File: src/rtl/pwm_pkg.sv
// Shared state codes and count-boundary helper for the PWM generator.
package pwm_pkg;
   localparam logic [1:0] S_IDLE     = 2'd0;
   localparam logic [1:0] S_ARMED    = 2'd1;
   localparam logic [1:0] S_RUN      = 2'd2;
   localparam logic [1:0] S_STOPPING = 2'd3;

   typedef logic [1:0] state_t;

   function automatic logic cnt_eq(input logic [15:0] count, input logic [15:0] target);
      return count == target;
   endfunction
endpackage

File: src/rtl/duty_shadow.sv
// Duty shadow (valid/ready, one entry) plus the active duty register.
// Shadow accepts when empty; i_load moves it to active and frees the slot.
module duty_shadow #(
   parameter int DW = 5
) (
   input  logic          i_clk,
   input  logic          i_rst,
   input  logic [DW-1:0] i_duty_data,
   input  logic          i_duty_valid,
   output logic          o_duty_ready,
   input  logic          i_load,
   output logic          o_full,
   output logic [DW-1:0] o_shadow,
   output logic [DW-1:0] o_active
);
   logic          r_full;
   logic          r_ready;
   logic [DW-1:0] r_shadow;
   logic [DW-1:0] r_active;
   logic          w_xfer;
   logic          w_full_nxt;

   assign w_xfer     = i_duty_valid && r_ready;
   // Accept and load never coincide: accept needs empty, load needs full.
   assign w_full_nxt = w_xfer || (r_full && !i_load);

   always_ff @(posedge i_clk) begin
      if (!i_rst) begin
         r_full   <= 1'b0;
         r_ready  <= 1'b0;
         r_shadow <= '0;
         r_active <= '0;
      end else begin
         r_full  <= w_full_nxt;
         r_ready <= !w_full_nxt;
         if (w_xfer)
            r_shadow <= i_duty_data;
         if (i_load)
            r_active <= r_shadow;
      end
   end

   assign o_duty_ready = r_ready;
   assign o_full       = r_full;
   assign o_shadow     = r_shadow;
   assign o_active     = r_active;
endmodule

File: src/rtl/pwm_gen.sv
// PWM generator: start/stop/burst FSM, period counter and registered duty compare.
// Outputs lag the sampled count by one cycle; duty input backpressured via duty_ready.
module pwm_gen
   import pwm_pkg::*;
#(
   parameter int N      = 12,
   parameter int WIDTH  = 4,
   parameter int BURSTW = 8
) (
   input  logic              i_clk,
   input  logic              i_rst,
   input  logic [WIDTH-1:0]  i_count,
   input  logic              i_start,
   input  logic              i_stop,
   input  logic [BURSTW-1:0] i_burst_len,
   input  logic [WIDTH:0]    i_duty_data,
   input  logic              i_duty_valid,
   output logic              o_duty_ready,
   output logic              o_pwm,
   output logic              o_period_start,
   output logic              o_busy,
   output logic              o_done
);
   state_t            r_state;
   state_t            w_state_nxt;
   logic [BURSTW-1:0] r_burst;
   logic [BURSTW-1:0] r_pcnt;
   logic              r_pwm;
   logic              r_pstart;
   logic              r_done;

   logic              w_bnd0;
   logic              w_bndl;
   logic              w_running;
   logic              w_go;
   logic              w_new_period;
   logic              w_last;
   logic              w_done;
   logic              w_accept;
   logic              w_full;
   logic              w_load;
   logic [WIDTH:0]    w_shadow;
   logic [WIDTH:0]    w_active;
   logic [WIDTH:0]    w_duty_eff;
   logic [BURSTW-1:0] w_pcnt_inc;

   assign w_bnd0       = cnt_eq(16'(i_count), 16'd0);
   assign w_bndl       = cnt_eq(16'(i_count), 16'(N - 1));
   assign w_running    = (r_state == S_RUN) || (r_state == S_STOPPING);
   assign w_go         = (r_state == S_ARMED) && w_bnd0 && !i_stop;
   assign w_new_period = w_bnd0 && (w_running || w_go);
   assign w_accept     = (r_state == S_IDLE) && i_start && !i_stop;
   assign w_pcnt_inc   = (&r_pcnt) ? r_pcnt : r_pcnt + 1'b1;
   assign w_last       = (r_state == S_RUN) && (r_burst != '0) && (r_pcnt == r_burst) && w_bndl;
   assign w_done       = w_last || ((r_state == S_STOPPING) && w_bndl);

   // Shadow drains immediately when idle/armed, otherwise only on a period boundary,
   // and the boundary cycle already compares against the freshly loaded value.
   assign w_load     = w_full && (!w_running || w_bnd0);
   assign w_duty_eff = w_load ? w_shadow : w_active;

   duty_shadow #(.DW(WIDTH + 1)) u_shadow (
      .i_clk        (i_clk),
      .i_rst        (i_rst),
      .i_duty_data  (i_duty_data),
      .i_duty_valid (i_duty_valid),
      .o_duty_ready (o_duty_ready),
      .i_load       (w_load),
      .o_full       (w_full),
      .o_shadow     (w_shadow),
      .o_active     (w_active)
   );

   always_comb begin
      w_state_nxt = r_state;
      case (r_state)
         S_IDLE:     if (w_accept) w_state_nxt = S_ARMED;
         S_ARMED:    if (i_stop) w_state_nxt = S_IDLE;
                     else if (w_bnd0) w_state_nxt = S_RUN;
         S_RUN:      if (w_last) w_state_nxt = S_IDLE;
                     else if (i_stop) w_state_nxt = S_STOPPING;
         S_STOPPING: if (w_bndl) w_state_nxt = S_IDLE;
         default:    w_state_nxt = S_IDLE;
      endcase
   end

   always_ff @(posedge i_clk) begin
      if (!i_rst) begin
         r_state  <= S_IDLE;
         r_burst  <= '0;
         r_pcnt   <= '0;
         r_pwm    <= 1'b0;
         r_pstart <= 1'b0;
         r_done   <= 1'b0;
      end else begin
         r_state  <= w_state_nxt;
         r_pwm    <= (w_running || w_go) && ((WIDTH + 1)'(i_count) < w_duty_eff);
         r_pstart <= w_new_period;
         r_done   <= w_done;
         if (w_accept) begin
            r_burst <= i_burst_len;
            r_pcnt  <= '0;
         end else if (w_new_period) begin
            r_pcnt  <= w_pcnt_inc;
         end
      end
   end

   assign o_pwm          = r_pwm;
   assign o_period_start = r_pstart;
   assign o_done         = r_done;
   assign o_busy         = (r_state != S_IDLE);
endmodule

File: config.mk
export PLATFORM = sky130hd
export DESIGN_NAME = pwm_gen
export DESIGN_NICKNAME = d
export VERILOG_FILES = /design/src/rtl/pwm_pkg.sv /design/src/rtl/duty_shadow.sv /design/src/rtl/pwm_gen.sv
export SDC_FILE = /design/constraint.sdc
export NUM_CORES = 1
export LEC_CHECK = 0
export ABC_AREA = 1
export CELL_PAD_IN_SITES_DETAIL_PLACEMENT = 1
export CELL_PAD_IN_SITES_GLOBAL_PLACEMENT = 1
export CORE_MARGIN = 2
export CORE_UTILIZATION = 40
export DETAILED_ROUTE_END_ITERATION = 12
export GPL_TIMING_DRIVEN = 0
export PLACE_DENSITY = 0.91
export SETUP_SLACK_MARGIN = 0.4
export SLEW_MARGIN = 0
export SYNTH_ARGS = -nofsm -noshare
export SYNTH_HDL_FRONTEND = slang
export SYNTH_SLANG_ARGS = --single-unit
File: constraint.sdc
create_clock -name i_clk -period 2.8 [get_ports i_clk]
set_clock_uncertainty 0.05 [all_clocks]
set_input_delay 0.84 -clock i_clk [delete_from_list [all_inputs] [get_ports i_clk]]
set_output_delay 0.84 -clock i_clk [all_outputs]
set_load 0.005 [all_outputs]
==> flow_summary.html <==
<table>
<tr><th>Metric</th><th>Value</th></tr>
<tr><th colspan="2">Run status</th></tr>
<tr><td>Outcome</td><td>completed</td></tr>
<tr><th colspan="2">Setup path</th></tr>
<tr><td>Worst R2R Setup Slack</td><td>1.09 ns</td></tr>
<tr><td>Worst Setup Path Type</td><td>in -&gt; reg</td></tr>
<tr><td>Worst Setup End Kind</td><td>flip-flop</td></tr>
<tr><td>Highest net fanout along the worst path</td><td>5</td></tr>
<tr><td>Crit path to</td><td>o_pwm$_SDFF_PN0_</td></tr>
<tr><td>Worst Path Arrival</td><td>2.46 ns</td></tr>
<tr><td>Start of the worst register-to-register path</td><td>r_state[1]$_SDFFE_PN0P_</td></tr>
<tr><td>Endpoint of the most critical register-to-register path</td><td>o_pwm$_SDFF_PN0_</td></tr>
<tr><td>Crit path launch</td><td>i_count[3]</td></tr>
<tr><td>Worst reg2reg path depth</td><td>9</td></tr>
<tr><td>Required time at the endpoint of the critical path</td><td>2.94 ns</td></tr>
<tr><td>Startpoint kind of the worst setup timing path</td><td>input port</td></tr>
<tr><th colspan="2">Drt</th></tr>
<tr><td>Via count normalized by instance count</td><td>5.152</td></tr>
<tr><td>Drt wl/cell</td><td>around 16 µm</td></tr>
<tr><td>DRC</td><td>0</td></tr>
<tr><td>Overall routed net length</td><td>5.121 mm</td></tr>
<tr><td>Number of nets with antenna violations after detailed routing</td><td>0</td></tr>
<tr><td>Number of vias in the routed layout</td><td>1695</td></tr>
<tr><td>1st-iter DRT viols</td><td>between 80 and 90</td></tr>
<tr><td>Detailed-router iteration count before antenna repair</td><td>4</td></tr>
<tr><th colspan="2">Timing</th></tr>
<tr><td>Final critical-path setup slack</td><td>between 0.4 and 0.5 ns</td></tr>
<tr><td>Final hold violation count</td><td>0</td></tr>
<tr><td>Minimum period implied by the final worst setup slack</td><td>roughly 2.3 ns</td></tr>
<tr><td>Worst max-slew margin expressed relative to the limit</td><td>0.7448</td></tr>
<tr><td>Final worst path period share</td><td>0.8285</td></tr>
<tr><td>Fin Hold WS</td><td>0.4388 ns</td></tr>
<tr><td>Final slew viol count</td><td>0</td></tr>
<tr><td>Setup repair after global routing missed its margin</td><td>true</td></tr>
<tr><td>Fmax</td><td>0.4310 GHz</td></tr>
<tr><td>Worst-Margin Slew</td><td>0.3817 ns</td></tr>
<tr><td>Final-report setup violation count</td><td>0</td></tr>
<tr><th colspan="2">Hold path</th></tr>
<tr><td>Class of the most critical hold timing path</td><td>reg -&gt; reg</td></tr>
<tr><td>Worst hold start</td><td>r_burst[7]$_SDFFE_PN0P_</td></tr>
<tr><th colspan="2">Finish</th></tr>
<tr><td>Layout area overhead</td><td>30.84%</td></tr>
<tr><td>Diodes inserted</td><td>0</td></tr>
<tr><td>Share of cells above drive strength 1</td><td>0.1649</td></tr>
<tr><td>Final Net Count</td><td>approximately 300</td></tr>
<tr><th colspan="2">Synthesis</th></tr>
<tr><td>Top post-synthesis cells by count</td><td>54 x sky130_fd_sc_hd__nand2_1, 35 x sky130_fd_sc_hd__inv_1, 35 x sky130_fd_sc_hd__nor2_1</td></tr>
<tr><td>Share of Yosys cell area claimed by the top area cell type</td><td>0.3952</td></tr>
<tr><td>Post-synthesis area per instance</td><td>6.994 µm²</td></tr>
<tr><td>Top area cells in the synthesized netlist</td><td>sky130_fd_sc_hd__dfxtp_1 40%, sky130_fd_sc_hd__nand2_1 12%, sky130_fd_sc_hd__inv_1 7.9%</td></tr>
<tr><td>#FFs+latches synth</td><td>33</td></tr>
<tr><td>Largest area contributor in the synthesized netlist</td><td>sky130_fd_sc_hd__dfxtp_1</td></tr>
<tr><td>Ys async rst share</td><td>0</td></tr>
<tr><td>Main flop type after synthesis</td><td>sky130_fd_sc_hd__dfxtp_1</td></tr>
<tr><td>Count of warnings emitted by yosys</td><td>0</td></tr>
<tr><td>Post-synth design cell area</td><td>about 1700 µm²</td></tr>
<tr><td>Gate count of the mapped netlist</td><td>between 200 and 250</td></tr>
<tr><td>Library cell with the highest instance count after synthesis</td><td>sky130_fd_sc_hd__nand2_1</td></tr>
<tr><td>Mapped Nets</td><td>265</td></tr>
<tr><td>Number of enable flip-flop cells after synthesis</td><td>0</td></tr>
<tr><td>Fraction of the yosys area taken by sequential cells</td><td>0.3952</td></tr>
<tr><td>Number of distinct library cells after synthesis</td><td>27</td></tr>
<tr><th colspan="2">Floorplanning</th></tr>
<tr><td>Row count</td><td>23</td></tr>
<tr><td>Number of top-level design ports</td><td>27</td></tr>
<tr><td>Initial core utilization</td><td>0.4179</td></tr>
<tr><td>X dimension of the die</td><td>68.65 µm</td></tr>
<tr><td>Floorplan core area</td><td>4000 µm²</td></tr>
<tr><td>Die ar.</td><td>4712 µm²</td></tr>
<tr><td>Die height</td><td>68.65 µm</td></tr>
<tr><th colspan="2">Clocking</th></tr>
<tr><td>Sink count of the clock tree</td><td>33</td></tr>
<tr><td>Clk buf depth</td><td>2</td></tr>
<tr><td>Clock buffer count from CTS</td><td>5</td></tr>
<tr><td>Clock insertion delay at the later pin of the skew report</td><td>0.31 ns</td></tr>
<tr><td>Total number of H-tree levels</td><td>2</td></tr>
<tr><td>CTS tree</td><td>yes</td></tr>
<tr><td>Clock-pin slew on the worst setup and hold paths</td><td>0.07 ns</td></tr>
<tr><td>Cell at the root of the clock tree</td><td>sky130_fd_sc_hd__clkbuf_8</td></tr>
<tr><th colspan="2">Global routing</th></tr>
<tr><td>GRT met2 Usage</td><td>0.4267</td></tr>
<tr><td>Gr busiest metal</td><td>met2</td></tr>
<tr><td>M3 GR Usage</td><td>0.05032</td></tr>
<tr><td>Grt met1 use</td><td>0.2732</td></tr>
<tr><td>Total track usage</td><td>0.2419</td></tr>
<tr><td>Vias in the first global route</td><td>1711</td></tr>
<tr><td>Global-route wire length before repair</td><td>8.031 mm</td></tr>
<tr><td>Largest net degree at the start of global routing</td><td>13</td></tr>
<tr><td>Number of antenna violations at the first check in global routing</td><td>0</td></tr>
<tr><td>Overall overflow remaining after global route</td><td>0</td></tr>
<tr><th colspan="2">Placed design</th></tr>
<tr><td>Minimum setup slack after placement</td><td>-0.1174 ns</td></tr>
<tr><td>Count of input and output buffers</td><td>26</td></tr>
<tr><td>Post-detailed-placement half-perimeter wirelength</td><td>3.319 mm</td></tr>
<tr><td>Final weighted congestion of routability-driven global placement</td><td>slightly below 0.8</td></tr>
<tr><th colspan="2">Power</th></tr>
<tr><td>Total power divided by cell area</td><td>641.2 nW/µm²</td></tr>
<tr><td>Leakage power summed over all cells</td><td>0.9126 nW</td></tr>
<tr><td>Peak supply drop</td><td>0.3283 mV</td></tr>
<tr><th colspan="2">Flow run</th></tr>
<tr><td>MaxCap Viol Count</td><td>0</td></tr>
</table>
[metrics by stage]
step | area [µm²] | cells | utilization | total power, mW | setup TNS, ns
3_5_place_dp | 1994 | 315 | 0.4986 | 0.9102 | -0.1174
4_1_cts | 2158 | 327 | 0.5396 | 1.396 | 0
5_1_grt | 2187 | 329 | 0.5468 | 1.480 | 0
6_report | 2187 | 329 | 0.5468 | 1.402 | 0
3_3_place_gp | 1994 | 315 | 0.4986 | 0.8903 | -0.05000
2_1_floorplan | 1672 | 239 | - | 0.7852 | 0
[layout make-up]
class                           count  area [µm²]
Clock inverter                      3       46.29
Clock buffer                        5       68.82
Buffer                              2       12.51
Fill cell                         514        1813
Multi-Input combinational cell    166       887.1
Sequential cell                    33       663.1
Tap cell                           50       62.56
Inverter                           38       146.4
Timing Repair Buffer               32       300.3
[layout by cell type, fill, tap and decap left out, types with 5 or more instances in the layout]
master,synthesis,routed
sky130_fd_sc_hd__nand2_1,54,53
sky130_fd_sc_hd__inv_1,35,35
sky130_fd_sc_hd__nor2_1,35,33
sky130_fd_sc_hd__dfxtp_1,33,31
sky130_fd_sc_hd__clkdlybuf4s50_1,0,22
sky130_fd_sc_hd__o21ai_0,20,20
sky130_fd_sc_hd__a21oi_1,17,16
sky130_fd_sc_hd__nand3_1,10,10
sky130_fd_sc_hd__nor2_2,5,7
sky130_fd_sc_hd__buf_4,1,7
sky130_fd_sc_hd__clkbuf_8,0,5
[worst max-delay path, cell delays in order]
cell	delay (ns)
sky130_fd_sc_hd__dlygate4sd2_1	0.29
sky130_fd_sc_hd__nor2_2	0.14
sky130_fd_sc_hd__nand2_2	0.07
sky130_fd_sc_hd__nand2_2	0.10
sky130_fd_sc_hd__nand2_4	0.11
sky130_fd_sc_hd__mux2i_4	0.21
sky130_fd_sc_hd__ha_1	0.30
sky130_fd_sc_hd__nand2_1	0.07
sky130_fd_sc_hd__nor2_1	0.09
sky130_fd_sc_hd__o21ai_0	0.12
sky130_fd_sc_hd__nand2_1	0.09
sky130_fd_sc_hd__nor2_1	0.04
[report_power, final]
part | switching [mW] | leakage (nW) | internal (mW) | total [mW]
logic | 0.216 | 0.589 | 0.149 | 0.365
registers | 0.0484 | 0.270 | 0.515 | 0.564
clock network | 0.207 | 0.0543 | 0.267 | 0.473
[how the worst min path moves through the flow]
stage / end / slack (ns) / depth (start not counted)
final: r_burst[7]$_SDFFE_PN0P_ / 0.44 / 2
after global routing: r_burst[7]$_SDFFE_PN0P_ / 0.48 / 2
after CTS: r_burst[7]$_SDFFE_PN0P_ / 0.44 / 2
after detailed placement: u_shadow.o_shadow[4]$_SDFFE_PN0P_ / 0.43 / 2
after global placement: u_shadow.o_shadow[4]$_SDFFE_PN0P_ / 0.40 / 2
after floorplan: u_shadow.o_shadow[4]$_SDFFE_PN0P_ / 0.38 / 2
[kinds of logic (layout without fill, tap and decap cells)]
logic type	count (synthesis)	count (layout)	share of synthesized area
flip-flops	33	33	0.3952
AO/OA/AOI/OAI	44	44	0.1452
AND/OR/NAND/NOR	115	115	0.3189
buffers and inverters	40	80	0.09282
adder cells (fa/ha/maj)	4	4	0.02994
multiplexers	3	3	0.01796
[metal layers]
metal	part of all wire	wire length, µm
met2	0.51	2605
met5	0	0
met4	0.020	100
met3	0.038	196
met1	0.43	2218
[what timing repair did]
item | CTS | global route
buffers inserted | 4 | 2
resized for setup | 10 | 5
pin swaps | 5 | 0
hold buffers | 0 | 0
endpoints found under the hold margin | 0 | 0
endpoints found under the setup margin | 2 | 4
[registers in the layout, summed over array words and instances (netlist names)]
name and count:
o_period_start 1, u_shadow.o_full 1, o_done 1, r_burst 8, u_shadow.o_active 5, r_state 2
o_pwm 1, u_shadow.o_shadow 5, r_pcnt 8, u_shadow.o_duty_ready 1
No activity file was read; power rests on OpenSTA's default activity.
